$ cat src/rtl/fifo_read_drain.sv
// Reader-side drain engine: pulls words out of the synchronous FIFO using a credit scheme and re-presents them as a valid/ready stream.
// Optional flush port is enabled by defining FIFO_RD_FLUSH_EN.
module fifo_read_drain #(
   parameter int WIDTH     = 8,
   parameter int RD_LAT    = 1,
   parameter int BUF_DEPTH = 3
) (
   input  logic             clock,
   input  logic             rst,
`ifdef FIFO_RD_FLUSH_EN
   input  logic             flush,
`endif
   output logic             fifo_rd,
   input  logic             fifo_empty,
   input  logic [WIDTH-1:0] fifo_data,
   output logic             m_valid,
   input  logic             m_ready,
   output logic [WIDTH-1:0] m_data,
   output logic             idle
);

   localparam int PW = (BUF_DEPTH > 1) ? $clog2(BUF_DEPTH) : 1;
   localparam int OW = $clog2(BUF_DEPTH + 1);
   localparam int IW = $clog2(RD_LAT + 1);
   localparam int SW = $clog2(BUF_DEPTH + RD_LAT + 1) + 1;

   logic [PW-1:0]    head_q, head_d;
   logic [PW-1:0]    tail_q, tail_d;
   logic [OW-1:0]    occ_q, occ_d;
   logic [RD_LAT-1:0] pipe_q, pipe_d;
   logic [IW-1:0]    inflight;
   logic             push, pop, flush_i;
   logic [WIDTH-1:0] mem_q [BUF_DEPTH];

`ifdef FIFO_RD_FLUSH_EN
   assign flush_i = flush;
`else
   assign flush_i = 1'b0;
`endif

   function automatic logic [PW-1:0] wrap_inc(input logic [PW-1:0] p);
      return (p == PW'(BUF_DEPTH - 1)) ? '0 : p + 1'b1;
   endfunction

   // Credits count both buffered words and reads still travelling through the FIFO latency.
   always_comb begin
      inflight = '0;
      for (int i = 0; i < RD_LAT; i++) begin
         inflight = inflight + IW'(pipe_q[i]);
      end
      push    = pipe_q[RD_LAT-1];
      m_valid = (occ_q != '0);
      pop     = m_valid && m_ready;
      m_data  = m_valid ? mem_q[head_q] : '0;
      idle    = (occ_q == '0) && (inflight == '0) && fifo_empty;
      fifo_rd = rst && !fifo_empty && !flush_i &&
                ((SW'(occ_q) + SW'(inflight)) < SW'(BUF_DEPTH));

      pipe_d    = '0;
      pipe_d[0] = fifo_rd;
      for (int i = 1; i < RD_LAT; i++) begin
         pipe_d[i] = pipe_q[i-1];
      end

      head_d = head_q;
      tail_d = tail_q;
      occ_d  = occ_q;
      if (flush_i) begin
         head_d = '0;
         tail_d = '0;
         occ_d  = '0;
         pipe_d = '0;
      end else begin
         if (push) tail_d = wrap_inc(tail_q);
         if (pop)  head_d = wrap_inc(head_q);
         if (push && !pop)      occ_d = occ_q + 1'b1;
         else if (!push && pop) occ_d = occ_q - 1'b1;
      end
   end

   always_ff @(posedge clock or negedge rst) begin
      if (!rst) begin
         head_q <= '0;
         tail_q <= '0;
         occ_q  <= '0;
         pipe_q <= '0;
      end else begin
         head_q <= head_d;
         tail_q <= tail_d;
         occ_q  <= occ_d;
         pipe_q <= pipe_d;
      end
   end

   always_ff @(posedge clock) begin
      if (push && !flush_i) mem_q[tail_q] <= fifo_data;
   end

   // The credit rule makes overflow impossible; this catches a broken credit computation.
   assert property (@(posedge clock) disable iff (!rst)
      !(push && !pop && !flush_i && (occ_q == OW'(BUF_DEPTH))));

endmodule

$ cat config.mk
export PLATFORM = sky130hd
export DESIGN_NAME = fifo_read_drain
export DESIGN_NICKNAME = d
export VERILOG_FILES = /design/src/rtl/fifo_read_drain.sv
export SDC_FILE = /design/constraint.sdc
export NUM_CORES = 1
export LEC_CHECK = 0
export BUFFER_PORTS_ARGS = -buffer_cell sky130_fd_sc_hd__buf_4
export CORE_MARGIN = 2
export CORE_UTILIZATION = 53
export CTS_CLUSTER_DIAMETER = 200
export DETAILED_ROUTE_END_ITERATION = 16
export PLACE_DENSITY = 0.8
export SETUP_SLACK_MARGIN = 0.15
export SYNTH_ARGS = -nofsm -noshare
export SYNTH_HDL_FRONTEND = slang
export SYNTH_SLANG_ARGS = --single-unit
$ cat constraint.sdc
create_clock -name clock -period 2.19 [get_ports clock]
set_input_delay 0.219 -clock clock [delete_from_list [all_inputs] [get_ports clock]]
set_output_delay 0.219 -clock clock [all_outputs]
set_load 0.03 [all_outputs]
# Word level (Yosys, flattened, before mapping)
# Memories as Yosys holds them, arrays and structs flattened.
# Cells that the tools add are included.
# classes
add_sub_neg,5
n_mul,0
div_mod_pow,0
n_lt_le_gt_ge,1
n_eq_ne,2
n_shift,0
muxes,7
n_bitwise,1
reduce_logical,13
# op_table
cell,n
$mux W2,4
$mux W8,1
$logic_and A1 B1 Y1,7
$add A2 B1 Y2 const B,3
$eq A2 B2 Y1 const B,2
$reduce_bool A2 Y1,2
$add A2 B1 Y3,1
$logic_not A1 Y1,3
$lt A3 B2 Y1 const B,1
$logic_not A2 Y1,1
$mux W1,2
$sub A2 B1 Y2 const B,1
$not A1 Y1,1
# word_totals
ff_bits,7
latch_bits,0
ramBits,24
romBits,0
memories,1
# memory_table
memory,depth,width,read_ports,rd_ports_with_merged_regs,wr,line_no,rtl
mem_q,3,8,1,0,1,33,logic [WIDTH-1:0] mem_q [BUF_DEPTH];

# Logic depth before layout (Yosys ltp)
# Gate-level depths: netlist of the first run.
# depth
ltp_word,5
mapped_depth,5

# Worst setup path before layout of the first run
# No wires, ideal clock.
# synth_path
kind,reg2reg
start,reg occ_q[0]
end,reg pipe_q
arrival_time_ns,2.585
t_required_ns,1.898
setup_slack_ns,-0.687
path_stages_with_launch,4
synth_period_minus_slack_ns,2.877
path_cell_list,dfrtp_1 > ha_1 > ha_1 > a2111oi_0
# synth_between
elab_chain_cells,3
# synth_rtl
item,line_no,rtl
start: declaration,29,"logic [OW-1:0] occ_q, occ_d;"
start signal: assignment,85,occ_q <= '0;
start signal: assignment,90,occ_q <= occ_d;
$add A2 B1 Y3,57,((SW'(occ_q) + SW'(inflight)) < SW'(BUF_DEPTH));
$lt A3 B2 Y1,57,
$logic_and A1 B1 Y1,56,fifo_rd = rst && !fifo_empty && !flush_i &&
net fifo_rd,13,"output logic fifo_rd,"
end signal: assignment,91,pipe_q <= pipe_d;
end: declaration,30,"logic [RD_LAT-1:0] pipe_q, pipe_d;"
# The timed path passes the listed nets, and every way through them passes these cells.
# A chain may end at the register's enable or synchronous reset.

# Worst setup path after layout of the first run
# layout_path
start,reg occ_q[0]
end,out fifo_rd
# layout_between
elab_chain_cells,3
# layout_rtl
item,line_no
$add A2 B1 Y3,57
$lt A3 B2 Y1,57
$logic_and A1 B1 Y1,56
end: declaration,13
# No other way between the ends.

==> flow_summary.json, run 1 <==
{
  "cap_violations": 0,
  "synth_cell_types": 23,
  "place_hpwl_mm": 1.45,
  "die_x_um": 53.8,
  "grt_pass1_vias": 723,
  "grt_max_degree": 12,
  "cts_inserted_buffers": 5,
  "grt_overflow": 0,
  "powerDensity_mw_per_mm2": 1340,
  "finalCritPeriodShare_pct": 88.6,
  "setup_tns_ps": 0,
  "synth_xor_area_share_pct": 2.00,
  "cp_cell_sequence": "ha_1 -> ha_4 -> a2111oi_4 -> buf_4",
  "final_cell_mix": "buf_4, edfxtp_1, nor2_1",
  "yosys.area_share.simple_pct": 6.19,
  "setup_viol": 0,
  "synthTopCellsByArea": "edfxtp_1, dfrtp_1, mux2_4",
  "grt_use_met3_pct": 5.00,
  "critPathKind": "reg -> out",
  "avgSynthCellArea_um2": 16.0,
  "vdd_drop_max_v": 0.00105,
  "drt_iter0_drc": 12,
  "rsz0062_at_grt": "false",
  "cts_htree_levels": 2,
  "slowest_stage": "dfrtp_2",
  "grtUsageMet2_pct": 30.5,
  "ioPinCount": 23,
  "insertion_delay_ps": 320,
  "grtUsageTotal_pct": 17.5,
  "layout.cells.most_common": "buf_4",
  "netlist_area_mm2": 0.00131,
  "slowest_delay_ps": 420,
  "hold_violations": 0,
  "rows": 18,
  "period_needed_ps": 1940,
  "fp.coreArea_mm2": 0.00241,
  "holdWs_ps": 81.9,
  "synth-seq-cells": 31,
  "finalMaxSlewViolations": 0,
  "avgViaCountPerCell": 4.96,
  "synth_nets": 97,
  "die-area_mm2": 0.00289,
  "hp-class": "in -> reg",
  "cp_data_required_time_ps": 1970,
  "start_kind": "register",
  "detail-route-antenna-nets": 0,
  "cts_sinks": 31,
  "synth-compound-area-share_pct": 3.52,
  "synthMuxAreaShare_pct": 15.0,
  "grt_use_met1_pct": 18.8,
  "synth_top_family_by_area": "multiplexers",
  "synth_area_leader_cell": "edfxtp_1",
  "yosysSeqAreaShare_pct": 68.2,
  "area_growth_pct": 27.1,
  "finalWorstSetupSlack_ps": 249,
  "io_buffers": 22,
  "cts-root-buf": "clkbuf_4",
  "run_status": "completed",
  "tightest_slew_ps": 597,
  "yosys_warnings": 0,
  "synthCells": 82,
  "path_clk_slew_ps": 100,
  "total_leakage_power_nw": 0.699,
  "synthAdderAreaFrac_pct": 2.86,
  "wl_per_cell_um": 14.1,
  "routed_wl_mm": 2.09,
  "fmax_ghz": 0.515,
  "cts_tree": "built",
  "end_kind": "primary output",
  "clock_path_buffers": 2,
  "drive_gt1_share_pct": 43.2,
  "start_util_pct": 54.5,
  "grt_pass1_wl_mm": 3.32,
  "drcViolationCount": 0,
  "dp_slack_ps": 394,
  "worstPathArrival_ps": 1720,
  "vias": 734,
  "antenna_cells": 0,
  "synth_top_area_share_pct": 54.9,
  "skew_ps": 14.1,
  "nets": 132,
  "place.gp.congestion": 0.722,
  "n_fill_cell": 166,
  "max_slew_margin_pct": 59.9,
  "cp_max_fo": 2,
  "die_h_um": 53.8,
  "drt_first_pass_iters": 4,
  "grt_busiest_layer": "met2",
  "antenna_found_initial": 0
}
[report_power, final]
part,switching (mW),internal (mW),total (mW)
clock,0.180,0.235,0.415
combinational,0.496,0.447,0.943
sequential,0.135,0.751,0.886
total,0.811,1.43,2.24
[layout make-up]
class,count,area [µm²],share of cell area [%]
clock buffer,5,37.5,2.25
clock inverter,3,38.8,2.32
inverter,3,11.3,0.674
multi-input combinational,46,419,25.1
sequential,31,898,53.8
tap,30,37.5,2.25
timing repair buffer,30,228,13.6
[routing by layer]
layer / wire length (µm) / vias to the layer above / part of all wire (%)
li1: - / 368 / -
met5: 0 / - / 0
met2: 1240 / 15 / 59
met3: 76 / 2 / 3.6
met4: 19 / 0 / 0.91
met1: 757 / 349 / 36
[Yosys cell counts]
| master | count |
|---|---|
| edfxtp_1 | 24 |
| nor2_1 | 10 |
| mux2i_1 | 8 |
| dfrtp_1 | 7 |
| mux2_4 | 7 |
| ha_1 | 3 |
| inv_1 | 3 |
| a21o_1 | 2 |
| nand2_1 | 2 |
| nor3_1 | 2 |
| xor2_1 | 2 |
| a2111oi_0 | 1 |
| a21o_2 | 1 |
| and3_1 | 1 |
| buf_4 | 1 |
| buf_6 | 1 |
| mux2_2 | 1 |
| nand2b_1 | 1 |
| nor2_2 | 1 |
| nor3b_1 | 1 |
| o21ai_0 | 1 |
| o21ai_2 | 1 |
| xnor2_1 | 1 |
[final timing paths]
check	start	endpoint	slack, ps	cells past startpoint
worst max register to register	pipe_q	mem_q[0][1]	590	4
min in group asynchronous	rst	tail_q[1]	240	2
max in group asynchronous	rst	occ_q[0]	1810	2
worst max-delay path	occ_q[0]	fifo_rd	250	4
worst min register to register	tail_q[0]	tail_q[0]	540	1
worst min-delay path	fifo_data[2]	mem_q[0][2]	80	1
[what timing repair did]
item	CTS	global route
endpoints found under the hold margin	7	0
setup endpoints to repair	2	1
setup buffers	2	1
gates resized for setup	3	1
pin swaps	0	1
hold buffers	1	0
[stage by stage]
stage          area [µm²]  power, mW  utilization (%)  std cells
2_1_floorplan        1320       1.51                -         82
3_3_place_gp         1530       1.75             63.7        136
3_5_place_dp         1530       1.79             63.7        136
4_1_cts              1650       2.25             68.5        147
5_1_grt              1670       2.37             69.3        148
6_report             1670       2.24             69.3        148
[flip-flops by register name, indices dropped and copies added (netlist names)]
signal	cells
occ_q	2
mem_q	24
head_q	2
tail_q	2
pipe_q	1
[logic make-up after synthesis]
family	Yosys count
AO/OA/AOI/OAI	6
XOR/XNOR	3
adder cells (fa/ha/maj)	3
buffers and inverters	5
flip-flops	31
multiplexers	16
AND/OR/NAND/NOR	18
[worst max-delay path, delay by kind of cell (launching register included)]
kind | cells | cell delay (ps)
fa+ha+maj | 2 | 460
flops | 1 | 420
compound gates | 1 | 310
buf+inv | 1 | 220
No activity file was read; power rests on OpenSTA's default activity.
==> run 2, diff against run 1 <==
Settings changed: CTS_CLUSTER_SIZE set to 16, RECOVER_POWER set to 50.
==> flow_summary.json, run 2 (same netlist as run 1, synthesis figures left out) <==
{
  "run_status": "completed",
  "power_mw": 2.23,
  "antenna_cells": 0,
  "endpoint": "fifo_rd",
  "fmax_ghz": 0.514,
  "cts-root-buf": "clkbuf_4",
  "routed_wl_mm": 2.14,
  "tightest_slew_ps": 573,
  "start_kind": "register",
  "antenna_found_initial": 0,
  "cap_violations": 0,
  "ioPinCount": 23,
  "layout.cells.most_common": "edfxtp_1",
  "n_fill_cell": 180,
  "hold_violations": 0,
  "r2r_setup_slack_ps": 470,
  "clock_path_buffers": 2,
  "nets": 132,
  "place_inst": 136,
  "io_buffers": 22,
  "cts_tree": "built",
  "cts_htree_levels": 2,
  "setup_viol": 0,
  "final_util_pct": 67.6,
  "rsz0062_at_grt": "false",
  "hp-class": "in -> reg",
  "drive_gt1_share_pct": 33.9,
  "multi_input_area_um2": 415,
  "insertion_delay_ps": 330,
  "powerDensity_mw_per_mm2": 1370,
  "area_growth_pct": 24.0,
  "period_needed_ps": 1950,
  "crit_cells": 4,
  "cp-startpoint": "occ_q[0]",
  "grtUsageTotal_pct": 17.5,
  "drt_first_pass_iters": 2,
  "avgViaCountPerCell": 5.06,
  "vias": 749,
  "critPathBufInv": 1,
  "r2r_start": "occ_q[0]",
  "cts_inserted_buffers": 5,
  "wl_per_cell_um": 14.4,
  "cts_sinks": 31,
  "finalMaxSlewViolations": 0,
  "end_kind": "primary output",
  "setup_tns_ps": 0,
  "skew_ps": 11.4,
  "finalCritPeriodShare_pct": 88.9,
  "die_h_um": 53.8,
  "place_hpwl_mm": 1.45,
  "finalNonFillerCells": 148,
  "final_cell_mix": "edfxtp_1, buf_4, nor2_1, clkbuf_1, mux2i_1",
  "drt_iter0_drc": 12,
  "seqCellArea_um2": 898,
  "largest_reg_flops": 24,
  "fp.coreArea_mm2": 0.00241,
  "detail-route-antenna-nets": 0,
  "place.gp.congestion": 0.722,
  "path_clk_slew_ps": 100,
  "worstPathArrival_ps": 1730,
  "slowest_delay_ps": 420,
  "die_x_um": 53.8,
  "grt_overflow": 0,
  "r2r_cells": 6,
  "start_util_pct": 54.5,
  "critPathKind": "reg -> out",
  "cp_cell_sequence": "ha_1 -> ha_4 -> a2111oi_4 -> buf_4",
  "rows": 18,
  "drcViolationCount": 0,
  "vdd_drop_max_v": 0.00104,
  "crit_family": "adder cells",
  "total_leakage_power_nw": 0.660,
  "die-area_mm2": 0.00289,
  "grt_pass1_vias": 723,
  "cp_max_fo": 2,
  "max_slew_margin_pct": 61.5,
  "grt_max_degree": 12,
  "grt_pass1_wl_mm": 3.32,
  "cp_data_required_time_ps": 1970,
  "regMostFlops": "mem_q",
  "slowest_stage": "dfrtp_2",
  "reg2reg_to": "occ_q[1]"
}
## run 2: cell count changes in the layout (fill, tap and decap cells not counted), sizes merged
cell / change
buf: -11
clkbuf: +11
## run 2: worst register-to-register path, stage by stage, from the launching register on
cell     delay, ps
dfrtp_2        420
buf_4          150
o21ai_0        430
ha_1           260
xor2_1         150
nor2_1          60
xor2_1         130
## run 2: through the flow
| step | worst slack [ps] | hold slack, ps | instance area, µm² |
|---|---|---|---|
| finish | 244 | 105 | 1630 |
| global route | 120 | 87.1 | 1630 |
| CTS | 131 | 48.3 | 1650 |
| detailed placement | 394 | 42.0 | 1530 |
| global placement | 435 | 37.5 | 1530 |
| floorplan | 215 | -76.6 | 1320 |
## run 2: metal layers
metal	track usage [%]	part of all wire [%]
met5	0	0
met4	10.3	1.8
met3	5.00	3.7
met2	30.5	57
met1	18.8	37
## run 2: worst min path at each step
stage | cells after the start | slack [ps] | endpoint | startpoint
global placement | 1 | 40 | pipe_q | rst
floorplan | 0 | -80 | head_q[0] | rst
finish | 1 | 110 | mem_q[2][5] | fifo_data[5]
global route | 1 | 90 | mem_q[1][5] | fifo_data[5]
CTS | 2 | 50 | pipe_q | fifo_empty
detailed placement | 1 | 40 | pipe_q | rst
## run 2: layout make-up
| type | count | share of cell area, % |
|---|---|---|
| well taps | 30 | 2.30 |
| repair buffers | 30 | 11.7 |
| clock buffers | 5 | 2.30 |
| clock inverters | 3 | 2.38 |
| inverters | 3 | 0.691 |
| flip-flops and latches | 31 | 55.1 |
| multi-input cells | 46 | 25.5 |
## run 2: where the power goes
group	internal [mW]	switching, mW
registers	0.751	0.133
clock network	0.235	0.182
logic	0.433	0.494
total	1.42	0.809
## run 2: what timing repair did
action | 4_1_cts | 5_1_grt
endpoints found under the hold margin | 7 | 0
hold buffers | 1 | 0
setup endpoints to repair | 2 | 1
setup buffers | 2 | 1
gates resized for setup | 3 | 1
pin swaps | 0 | 1
